**config.mk**
```make
export PLATFORM = sky130hd
export DESIGN_NAME = mmio_bridge
export DESIGN_NICKNAME = d
export VERILOG_FILES = /design/src/rtl/mmio_pkg.sv /design/src/rtl/mmio_bridge_button_conditioner.sv /design/src/rtl/mmio_bridge.sv
export SDC_FILE = /design/constraint.sdc
export NUM_CORES = 1
export LEC_CHECK = 0
export BUFFER_PORTS_ARGS = -buffer_cell sky130_fd_sc_hd__buf_2
export CAP_MARGIN = 20
export CORE_MARGIN = 4
export CORE_UTILIZATION = 35
export DETAILED_ROUTE_END_ITERATION = 16
export PLACE_DENSITY = 0.72
export RECOVER_POWER = 50
export SYNTH_ARGS = -nofsm -noshare
export SYNTH_HDL_FRONTEND = slang
export SYNTH_SLANG_ARGS = --single-unit
```
**constraint.sdc**
```tcl
create_clock -name clock -period 2.33 [get_ports clock]
set_input_delay 0.1165 -clock clock [delete_from_list [all_inputs] [get_ports clock]]
set_output_delay 0.1165 -clock clock [all_outputs]
set_load 0.02 [all_outputs]
```
**src/rtl/mmio_pkg.sv**
```systemverilog
// Shared constants for the cpu-side MMIO bridge: I/O page base and register offsets.
package mmio_pkg;

    localparam logic [15:0] IO_BASE_DEFAULT = 16'hFF00;

    localparam logic [7:0] MMIO_TIMER   = 8'h00;
    localparam logic [7:0] MMIO_BUTTONS = 8'h01;
    localparam logic [7:0] MMIO_EVENTS  = 8'h02;
    localparam logic [7:0] MMIO_LEDS    = 8'h03;

endpackage

```
**src/rtl/mmio_bridge_button_conditioner.sv**
```systemverilog
// Button input conditioning: two-flop synchroniser, optional debounce, and
// rising-edge detection on the accepted level.
// Optional feature: define MMIO_DEBOUNCE_EN to require DEBOUNCE_CYCLES stable
// cycles before a synchronised level is accepted.
module button_conditioner #(
    parameter int WIDTH           = 4,
    parameter int DEBOUNCE_CYCLES = 250000
) (
    input  logic             clock,
    input  logic             reset,
    input  logic [WIDTH-1:0] raw_in,
    output logic [WIDTH-1:0] level,
    output logic [WIDTH-1:0] rise
);

    logic [WIDTH-1:0] sync1_q, sync1_d;
    logic [WIDTH-1:0] sync2_q, sync2_d;
    logic [WIDTH-1:0] prev_q, prev_d;

    // Synchroniser chain and previous-level capture for edge detection
    always_comb begin
        sync1_d = raw_in;
        sync2_d = sync1_q;
        prev_d  = level;
    end

    // Synchroniser and previous-level registers
    always_ff @(posedge clock or posedge reset) begin
        if (reset) begin
            sync1_q <= '0;
            sync2_q <= '0;
            prev_q  <= '0;
        end else begin
            sync1_q <= sync1_d;
            sync2_q <= sync2_d;
            prev_q  <= prev_d;
        end
    end

`ifdef MMIO_DEBOUNCE_EN
    localparam int CW = $clog2(DEBOUNCE_CYCLES + 1);
    localparam logic [CW-1:0] CNT_LAST = CW'(DEBOUNCE_CYCLES - 1);

    logic [CW-1:0]    cnt_q [WIDTH];
    logic [CW-1:0]    cnt_d [WIDTH];
    logic [WIDTH-1:0] accepted_q, accepted_d;

    // Count consecutive cycles the synchronised level disagrees with the accepted one
    always_comb begin
        accepted_d = accepted_q;
        for (int i = 0; i < WIDTH; i++) begin
            cnt_d[i] = '0;
            if (sync2_q[i] != accepted_q[i]) begin
                if (cnt_q[i] == CNT_LAST) begin
                    accepted_d[i] = sync2_q[i];
                end else begin
                    cnt_d[i] = cnt_q[i] + 1'b1;
                end
            end
        end
    end

    // Debounce counters and accepted level
    always_ff @(posedge clock or posedge reset) begin
        if (reset) begin
            accepted_q <= '0;
            for (int i = 0; i < WIDTH; i++) begin
                cnt_q[i] <= '0;
            end
        end else begin
            accepted_q <= accepted_d;
            for (int i = 0; i < WIDTH; i++) begin
                cnt_q[i] <= cnt_d[i];
            end
        end
    end

    assign level = accepted_q;
`else
    // Without debounce the synchroniser output is accepted directly.
    logic [31:0] unused_debounce_cycles;
    assign unused_debounce_cycles = 32'(DEBOUNCE_CYCLES);
    assign level = sync2_q;
`endif

    assign rise = level & ~prev_q;

endmodule

```
**src/rtl/mmio_bridge.sv**
```systemverilog
// Address decoder between the cpu memory port and block RAM, with a small
// I/O page (ms timer, buttons, edge events, LEDs) read back with the same
// one-cycle latency as the RAM.
// Optional feature: MMIO_DEBOUNCE_EN enables button debouncing.
module mmio_bridge
    import mmio_pkg::*;
#(
    parameter logic [15:0] IO_BASE         = IO_BASE_DEFAULT,
    parameter int          TICK_DIVISOR    = 50000,
    parameter int          BUTTON_COUNT    = 4,
    parameter int          DEBOUNCE_CYCLES = 250000
) (
    input  logic                    clock,
    input  logic                    reset,
    input  logic [15:0]             cpu_memory_address,
    input  logic [15:0]             cpu_memory_write_data,
    input  logic                    cpu_memory_write_enable,
    output logic [15:0]             cpu_memory_read_data,
    output logic [15:0]             ram_address,
    output logic [15:0]             ram_write_data,
    output logic                    ram_write_enable,
    input  logic [15:0]             ram_read_data,
    input  logic [BUTTON_COUNT-1:0] buttons_in,
    output logic [15:0]             leds_out
);

    localparam int PW = $clog2(TICK_DIVISOR);
    localparam logic [PW-1:0] PRESCALE_LAST = PW'(TICK_DIVISOR - 1);

    logic       is_io;
    logic [7:0] offset;
    logic       wr_io;

    logic [PW-1:0]           prescaler_q, prescaler_d;
    logic [15:0]             timer_q, timer_d;
    logic [BUTTON_COUNT-1:0] events_q, events_d;
    logic [15:0]             leds_q, leds_d;
    logic                    sel_io_q, sel_io_d;
    logic [7:0]              off_q, off_d;
    logic [15:0]             io_rdata_q, io_rdata_d;

    logic [BUTTON_COUNT-1:0] btn_level;
    logic [BUTTON_COUNT-1:0] btn_rise;
    logic                    tick;

    assign is_io  = (cpu_memory_address >= IO_BASE);
    assign offset = cpu_memory_address[7:0];
    assign wr_io  = cpu_memory_write_enable & is_io;

    assign ram_address      = cpu_memory_address;
    assign ram_write_data   = cpu_memory_write_data;
    assign ram_write_enable = cpu_memory_write_enable & ~is_io;

    assign tick     = (prescaler_q == PRESCALE_LAST);
    assign leds_out = leds_q;

    button_conditioner #(
        .WIDTH           (BUTTON_COUNT),
        .DEBOUNCE_CYCLES (DEBOUNCE_CYCLES)
    ) u_buttons (
        .clock  (clock),
        .reset  (reset),
        .raw_in (buttons_in),
        .level  (btn_level),
        .rise   (btn_rise)
    );

    // Millisecond timer: a write clears everything and beats a coincident tick
    always_comb begin
        prescaler_d = prescaler_q + 1'b1;
        timer_d     = timer_q;
        if (wr_io && offset == MMIO_TIMER) begin
            prescaler_d = '0;
            timer_d     = '0;
        end else if (tick) begin
            prescaler_d = '0;
            timer_d     = timer_q + 16'd1;
        end
    end

    // Event latching (rising edge beats W1C) and LED register writes
    always_comb begin
        events_d = events_q;
        leds_d   = leds_q;
        if (wr_io && offset == MMIO_EVENTS) begin
            events_d = events_q & ~cpu_memory_write_data[BUTTON_COUNT-1:0];
        end
        events_d = events_d | btn_rise;
        if (wr_io && offset == MMIO_LEDS) begin
            leds_d = cpu_memory_write_data;
        end
    end

    // Capture the I/O read value and routing decision for next-cycle return
    always_comb begin
        sel_io_d   = is_io;
        off_d      = offset;
        io_rdata_d = '0;
        case (offset)
            MMIO_TIMER:   io_rdata_d = timer_q;
            MMIO_BUTTONS: io_rdata_d = 16'(btn_level);
            MMIO_EVENTS:  io_rdata_d = 16'(events_q);
            MMIO_LEDS:    io_rdata_d = leds_q;
            default:      io_rdata_d = '0;
        endcase
    end

    // I/O page registers
    always_ff @(posedge clock or posedge reset) begin
        if (reset) begin
            prescaler_q <= '0;
            timer_q     <= '0;
            events_q    <= '0;
            leds_q      <= '0;
            sel_io_q    <= 1'b0;
            off_q       <= '0;
            io_rdata_q  <= '0;
        end else begin
            prescaler_q <= prescaler_d;
            timer_q     <= timer_d;
            events_q    <= events_d;
            leds_q      <= leds_d;
            sel_io_q    <= sel_io_d;
            off_q       <= off_d;
            io_rdata_q  <= io_rdata_d;
        end
    end

    // Return RAM data unless the previous cycle addressed the I/O page;
    // unmapped offsets always read as zero
    always_comb begin
        cpu_memory_read_data = ram_read_data;
        if (sel_io_q) begin
            cpu_memory_read_data = (off_q <= MMIO_LEDS) ? io_rdata_q : 16'h0000;
        end
    end

endmodule

```
== Word-level counts from Yosys, hierarchy flattened ==
Index checks and enable logic that the tools add are counted.

* Register bits: 89
* Input bits: 55
* Output and inout port bits: 65
* Word-level logic and storage cells: 39

* Add/sub/neg operators: 2
* $lt $le $gt $ge: 2
* Equality and inequality tests: 4
* Mux-type cells: 8
* Bitwise logic cells: 8
* Reductions and logical operators: 5

{| class="wikitable"
|+ Operators by type and width
! operator !! count
|-
| 2-to-1 mux 16 bit || 6
|-
| one-hot mux 16 bit (4 select lines) || 1
|-
| adder 16 x 1 -> 16 bit (second input constant) || 2
|-
| equality test 16 bit (second input constant) || 1
|-
| equality test 8 x 2 -> 1 bit (second input constant) || 2
|-
| >= comparator 16 bit (second input constant) || 1
|-
| AND 4 bit || 2
|-
| equality test 8 x 1 -> 1 bit (second input constant) || 1
|-
| less-or-equal comparator 8 x 2 -> 1 bit (second input constant) || 1
|-
| zero test 8 bit || 1
|-
| NOT 4 bit || 2
|-
| 2-to-1 mux 4 bit || 1
|-
| OR 4 bit || 1
|-
| logical AND 1 bit || 3
|-
| AND 1 bit || 2
|-
| nonzero test 2 bit || 1
|-
| NOT 1 bit || 1
|}

== Longest topological paths before layout ==
Gate-level depths: netlist of the first run.

* Word-level depth: 5
* Mapped depth: 7
* Gate-level depth less buffers: 5

== Modules after synthesis ==
From an unflattened synthesis of the first run, not the netlist that was laid out.

* Cells, all modules: 387
* Area, all modules: 4229.1 um2

{| class="wikitable"
|+ Modules (own cells, without submodules)
! module !! instances !! cells each !! area an instance (um2) !! seq. area each (um2)
|-
| mmio_bridge || 1 || 370 || 3870.0 || 1876.8
|-
| button_conditioner || 1 || 17 || 359.1 || 300.3
|}

== Worst setup path before layout of the first run ==
OpenSTA, ideal clock, no wires.

* Path type: register to register
* From: register prescaler_q[12]
* To: register timer_q[15]
* Setup time: 78 ps
* Arrival: 2173 ps
* Data required time: 2252 ps
* Path slack: 79 ps
* Cell stages (with the launch flop): 6
* Path buffers: 1
* Period minus slack after synthesis: 2251 ps
* Cell sequence: dfrtp_1 -> or4b_1 -> or4_4 -> buf_6 -> or4_1 -> a21oi_1

* Word-level cells in the longest chain between the ends: 2

{| class="wikitable"
|+ RTL lines
! item !! line !! text
|-
| start: declaration || mmio_bridge.sv:34 || <nowiki>logic [PW-1:0] prescaler_q, prescaler_d;</nowiki>
|-
| start signal: assignment || mmio_bridge.sv:119 || <nowiki>prescaler_q <= prescaler_d;</nowiki>
|-
| equality test 16 bit || mmio_bridge.sv:54 || <nowiki>assign tick = (prescaler_q == PRESCALE_LAST);</nowiki>
|-
| nonzero test 2 bit (no line) || - ||
|-
| end signal: assignment || mmio_bridge.sv:120 || <nowiki>timer_q <= timer_d;</nowiki>
|-
| end: declaration || mmio_bridge.sv:35 || <nowiki>logic [15:0] timer_q, timer_d;</nowiki>
|}

Every way passes these cells.
A chain may end at the register's enable or synchronous reset.

== Final worst setup path of the first run ==
* From: register prescaler_q[12]
* To: register timer_q[12]

Same word-level chain as after synthesis.

==> results.md, run 1 <==
- DR vias: 3207
- RSZ-0062 raised after global routing: true
- Die area: 13600 um2
- Sink Count: 87
- Final net count: 548
- Syn nets: 443
- Synth warn: 0
- Setup tns final: 0 ps
- Highest Clock Rate: 441 MHz
- Starting Density: 36.0%
- Crit path arrival time: 2520 ps
- Crit-path cells: or4b_1, or4_4, or4_1, a21oi_1
- Mean Syn Cell Area: 10.7 um2
- CTS HTree Levels: 3
- Area Overhead vs Synth: 22.0%
- Critical path required time: 2580 ps
- Vias in the first global route: 3085
- DRC Markers: 0
- Global-route wire length before repair: 14200 um
- Pwr dens: 645 nW/um2
- Pre-Repair DR Iteration Count: 4
- Placed Area: 4690 um2
- Crit path max-delay family: simple AND/OR/NAND/NOR gates
- Final ANT Viol Nets: 0
- CTS buffer count: 9
- RePlAce Congestion: 0.796
- Final Hold Fails: 0
- Max stage delay on crit path: 560 ps
- # fillers: 1106
- Yosys cell types: 38
- Sequential area share after synthesis: 52.8%
- Crit start category: flop
- Lkg Pwr: 2.31 nW
- Status: finished, violations left
- Flops & latches, synth: 87
- CP Buf/Inv Count: 0
- CP Capture Type: flop
- Clock transition at path regs: 60 ps
- Post-CTS setup buffer count: 0
- GRT overflow: 0
- Antenna Cells: 0
- Worst Max-Slew Pin Slew: 1650 ps
- DIE HEIGHT: 117 um
- Relative max-transition margin: -10.8%
- Clock buffer depth: 2
- Initial antenna violation count: 0
- I/O pin count: 120
- CORE AREA: 11500 um2
- Port Buf Inserts: 119
- Fin Clk Skew: 4.79 ps
- Max_cap viols: 1
- Final worst-path cycle share: 97.4%
- Final setup viols: 0
- Largest net degree at the start of global routing: 51
- Worst min path class: primary input to flop
- Syn Inst Count: 386
- Final min period: 2270 ps
- Multi-input gate area: 1560 um2
- Most common library cell in the layout ignoring fill and taps: dfrtp_1
- CP max stage cell: or4_4
- Starting DRC count in detailed routing: 118
- Storage cell area: 2180 um2
- VDD IR max: 0.000402 V
- Root buffer cell: clkbuf_16
- Worst-path maximum fanout: 22
- Skew-Pair Late Insertion Delay: 330 ps
- Max-slew violation count: 38
- Setup Crit Path Kind: flop to flop
- Hpwl dp: 6690 um
- WL/cell: 14.0 um
- Synthesized area: 4130 um2
- Site Rows: 39
- TritonCTS clock tree: done
- GRT Total Usage: 13.2%
- Failing checks: capacitance limit, slew limit
- DR vias/cell: 5.03
- Share of layout cells above drive strength 1: 23.2%
- Die width: 117 um
- Most frequent cells in the layout: 87 x dfrtp_1, 63 x buf_2, 58 x clkbuf_1
- Post-detailed-routing wire length: 8950 um
- Final Instance Area: 5030 um2
-- cells in the mapped netlist --
cell        n  area, um2
mux2_2     16        180
dfrtp_1    87       2180
o31ai_1    10       75.1
nor2_1     23       86.3
mux4_2      4       90.1
buf_2       1       5.00
or4b_1      1       10.0
or3_1       3       18.8
buf_4      32        240
nor3_1      4       20.0
a21oi_1    14       70.1
o21ai_0     3       15.0
buf_6       1       11.3
mux2i_1     1       10.0
and2_1      3       18.8
inv_1      25       93.8
o22ai_1    16        100
clkbuf_1   13       48.8
or2_2       1       6.26
nand2_1    33        124
and3_1      8       50.1
xor2_1      7       61.3
nor4_2      1       12.5
a22o_1     16        140
or4_1      12       90.1
nor2b_1     4       25.0
or4_4       1       11.3
nor4_1      5       31.3
a21o_1      1       7.51
nand3_1    10       50.1
a21bo_2     1       10.0
xnor2_1     7       61.3
a2bb2oi_1   1       8.76
o31a_1      1       8.76
nand4_1    12       75.1
ha_1        2       25.0
and4_1      4       35.0
nand4bb_1   2       22.5
-- report_power, final --
group	switching [mW]	internal, mW
sequential	0.0359	1.55
combinational	0.165	0.109
clock	0.538	0.854
total	0.739	2.51
-- per-layer routing --
metal	track usage (%)	wire [um]	vias up
li1	-	-	1558
met1	15.4	3570	1540
met2	23.6	4560	95
met3	3.16	663	14
met4	4.82	157	0
met5	0	0	-
-- stage by stage --
stage / power [mW] / hold WS [ps] / std cells / utilization, % / setup WS [ps]
CTS: 3.31 / 17.2 / 638 / 44.4 / 59.2
finish: 3.25 / 32.7 / 638 / 43.9 / 61.7
floorplan: 1.80 / 148 / 386 / - / 79.0
global placement: 1.88 / 227 / 612 / 40.9 / 80.3
global route: 3.40 / 21.4 / 638 / 43.9 / -9.65
detailed placement: 1.88 / 226 / 612 / 40.9 / 9.60
-- flip-flops by register name, summed over array words and instances (netlist names) --
register           count
events_q               4
u_buttons.sync1_q      4
off_q                  6
sel_io_q               1
u_buttons.prev_q       4
timer_q               16
io_rdata_q            16
leds_out              16
u_buttons.level        4
prescaler_q           16
-- area by class of cell --
class | instances | share of cell area, %
Clock inverter | 3 | 0.870
Tap cell | 143 | 3.55
Multi-Input combinational cell | 227 | 31.0
Sequential cell | 87 | 43.3
Timing Repair Buffer | 141 | 14.5
Inverter | 25 | 1.89
Clock buffer | 12 | 4.90
-- kinds of logic after synthesis --
kind of cell             synth area share (%)
AO/OA/AOI/OAI                            10.6
XOR/XNOR                                 2.97
adder cells (fa/ha/maj)                 0.606
buffers and inverters                    9.67
flip-flops                               52.8
multiplexers                             6.79
AND/OR/NAND/NOR                          16.6
-- worst paths after layout --
check / slack, ps / start / cells after the start / end
worst min register to register: 340 / u_buttons.sync1_q[0] / 0 / u_buttons.level[0]
worst max-delay path: 60 / prescaler_q[12] / 4 / timer_q[12]
min in group asynchronous: 700 / reset / 3 / u_buttons.sync1_q[1]
max in group asynchronous: 750 / reset / 4 / prescaler_q[14]
worst max register to register: 60 / prescaler_q[12] / 4 / timer_q[12]
worst min-delay path: 30 / cpu_memory_write_data[9] / 2 / leds_out[9]
-- repair_timing --
item	in CTS	in global routing
hold endpoints to repair	47	0
endpoints found under the setup margin	1	2
hold buffers	11	0
pin swaps	1	0
resized for setup	0	3
Power figures use the tool's default switching activity.
==> run 2, diff against run 1 <==
--- a/config.mk
+++ b/config.mk
@@ -7,6 +7,7 @@
 export LEC_CHECK = 0
 export BUFFER_PORTS_ARGS = -buffer_cell sky130_fd_sc_hd__buf_2
 export CAP_MARGIN = 20
+export CORE_ASPECT_RATIO = 1.5
 export CORE_MARGIN = 4
 export CORE_UTILIZATION = 35
 export DETAILED_ROUTE_END_ITERATION = 16
==> run 2 against run 1 <==
Effect of this change:
- the run now ends clean
- final cell count grew 1.6%
- sequential power barely moved
- design area up 0.99%
- largest cell class unchanged
- largest power group unchanged
- clock-buffer cell count unchanged
- global-route usage down 0.051 points
- die area up 0.26%
==> results.md, run 2 (synthesized netlist as in run 1, its figures left out) <==
- Status: finished, final reports clean
- Most frequent cells in the layout: 87 x dfrtp_1, 62 x buf_2, 59 x clkbuf_1
- Site Rows: 48 (+23%)
- # fillers: 1099 (-0.63%)
- Post-CTS setup buffer count: 0 (unchanged)
- VDD IR max: 0.000287 V (-29%)
- R2r endpoint: timer_q[12]
- Port Buf Inserts: 119 (unchanged)
- DR vias: 3230 (+0.72%)
- Setup Crit Path Kind: flop to flop
- CP Capture Type: flop
- I/O pin count: 120 (unchanged)
- Skew-Pair Late Insertion Delay: 330 ps (about the same)
- GRT overflow: 0 (unchanged)
- Hpwl dp: 6700 um (+0.10%)
- Hold wc startpoint: cpu_memory_write_data[12]
- Post-detailed-routing wire length: 8790 um (-1.8%)
- Root buffer cell: clkbuf_16
- Final ANT Viol Nets: 0 (unchanged)
- Area Overhead vs Synth: 23.2%
- Clock buffer depth: 2 (unchanged)
- Crit path arrival time: 2520 ps (about the same)
- Worst R2R Start: prescaler_q[12]
- CTS HTree Levels: 3 (unchanged)
- Final worst-path cycle share: 96.8% (-0.60 points)
- CORE AREA: 11500 um2 (+0.56%)
- Register-to-Register Setup Slack: 80 ps (about the same)
- Sink Count: 87 (unchanged)
- DIE HEIGHT: 141 um (+21%)
- Crit start category: flop
- Pwr dens: 650 nW/um2 (+0.64%)
- Highest Clock Rate: 444 MHz (+0.62%)
- Final net count: 550 (+0.36%)
- Most common library cell in the layout ignoring fill and taps: dfrtp_1
- Die area: 13600 um2 (+0.26%)
- Largest net degree at the start of global routing: 42 (-18%)
- Vias in the first global route: 3342 (+8.3%)
- CTS buffer count: 9 (unchanged)
- Critical path required time: 2590 ps (about the same)
- Worst Max-Slew Pin Slew: 863 ps (-790 ps)
- Final min period: 2250 ps (-13.9 ps)
- TritonCTS clock tree: done
- Final setup viols: 0 (unchanged)
- Final Instance Area: 5080 um2 (+0.99%)
- Global-route wire length before repair: 14900 um (+4.5%)
- GRT Total Usage: 13.2% (-0.051 points)
- Pre-Repair DR Iteration Count: 4 (unchanged)
- Fin Clk Skew: 7.34 ps (+2.55 ps)
- Worst Hold Path EP: leds_out[12]
- Max-slew violation count: 0 (-100%)
- Worst-path maximum fanout: 22 (unchanged)
- Clock transition at path regs: 60 ps (about the same)
- Total power: 3.30 mW (+1.6%)
- Reg2reg path depth: 4 (unchanged)
- RePlAce Congestion: 0.817 (+2.7%)
- Relative max-transition margin: 42.4% (+53 points)
- DRC Markers: 0 (unchanged)
- Final Hold Fails: 0 (unchanged)
- Worst min path class: primary input to flop
- Placed Area: 4730 um2 (+0.77%)
- Max_cap viols: 0 (-1)
- Hold Path Depth: 2 (unchanged)
- DR vias/cell: 4.98 (-0.84%)
- Lkg Pwr: 2.32 nW (+0.32%)
- WL/cell: 13.6 um (-3.3%)
- Antenna Cells: 0 (unchanged)
- Initial antenna violation count: 0 (unchanged)
- Starting DRC count in detailed routing: 113 (-4.2%)
- Die width: 96.7 um (-17%)
- Share of layout cells above drive strength 1: 23.3% (+0.061 points)
- Starting Density: 35.8% (-0.20 points)
-- run 2: cell types whose count changed in the layout (fill, tap and decap cells not counted), sizes merged --
| cell | change |
|---|---|
| clkinvlp | +2 |
| clkbuf | +2 |
| clkinv | -1 |
-- run 2: worst max-delay path by stage --
stage / from / end / slack (ps) / depth (start not counted)
3_3_place_gp: prescaler_q[12] / timer_q[9] / 80 / 4
2_1_floorplan: prescaler_q[12] / timer_q[15] / 80 / 5
6_report: prescaler_q[12] / timer_q[12] / 80 / 4
3_5_place_dp: prescaler_q[12] / timer_q[12] / 9 / 4
5_1_grt: prescaler_q[12] / timer_q[9] / -2 / 4
4_1_cts: prescaler_q[12] / timer_q[12] / 60 / 4
-- run 2: metrics by stage --
step	TNS [ps]	setup WS, ps	hold slack (ps)	util, %	cells
floorplan	0	79.0	148	-	386
global placement	0	81.0	226	41.0	621
detailed placement	0	8.96	226	41.0	621
CTS	0	64.3	19.3	44.7	648
global route	-2.10	-2.10	20.2	44.1	648
finish	0	75.6	27.0	44.1	648
-- run 2: area by class of cell --
| cell class | count | area, um2 | share of cell area, % |
|---|---|---|---|
| Sequential cell | 87 | 2180 | 42.8 |
| Inverter | 25 | 97.6 | 1.92 |
| Tap cell | 150 | 188 | 3.69 |
| Clock buffer | 12 | 256 | 5.05 |
| Multi-Input combinational cell | 227 | 1560 | 30.6 |
| Clock inverter | 4 | 53.8 | 1.06 |
| Timing Repair Buffer | 143 | 753 | 14.8 |
-- run 2: layer usage --
metal,part of all wire (%),vias up,routed length (um),global-route usage (%)
met1,37,1563,3270,12.5
met3,6.8,12,597,4.60
met4,1.6,0,144,6.07
li1,-,1566,-,-
met2,54,89,4780,25.0
met5,0,-,0,0
-- run 2: timing repair --
item,in CTS,in global routing
setup endpoints to repair,1,2
hold endpoints to repair,49,0
hold buffers,11,0
pin swaps,1,0
gates resized for setup,0,2
-- run 2: where the power goes --
part	switching, mW	internal, mW
clock network	0.553	0.890
logic	0.167	0.109
registers	0.0361	1.55
-- run 2: worst max-delay path: stages (launching register included) --
cell	delay [ps]
dfrtp_1	380
or4b_1	530
or4_4	560
or4_1	560
a21oi_2	160
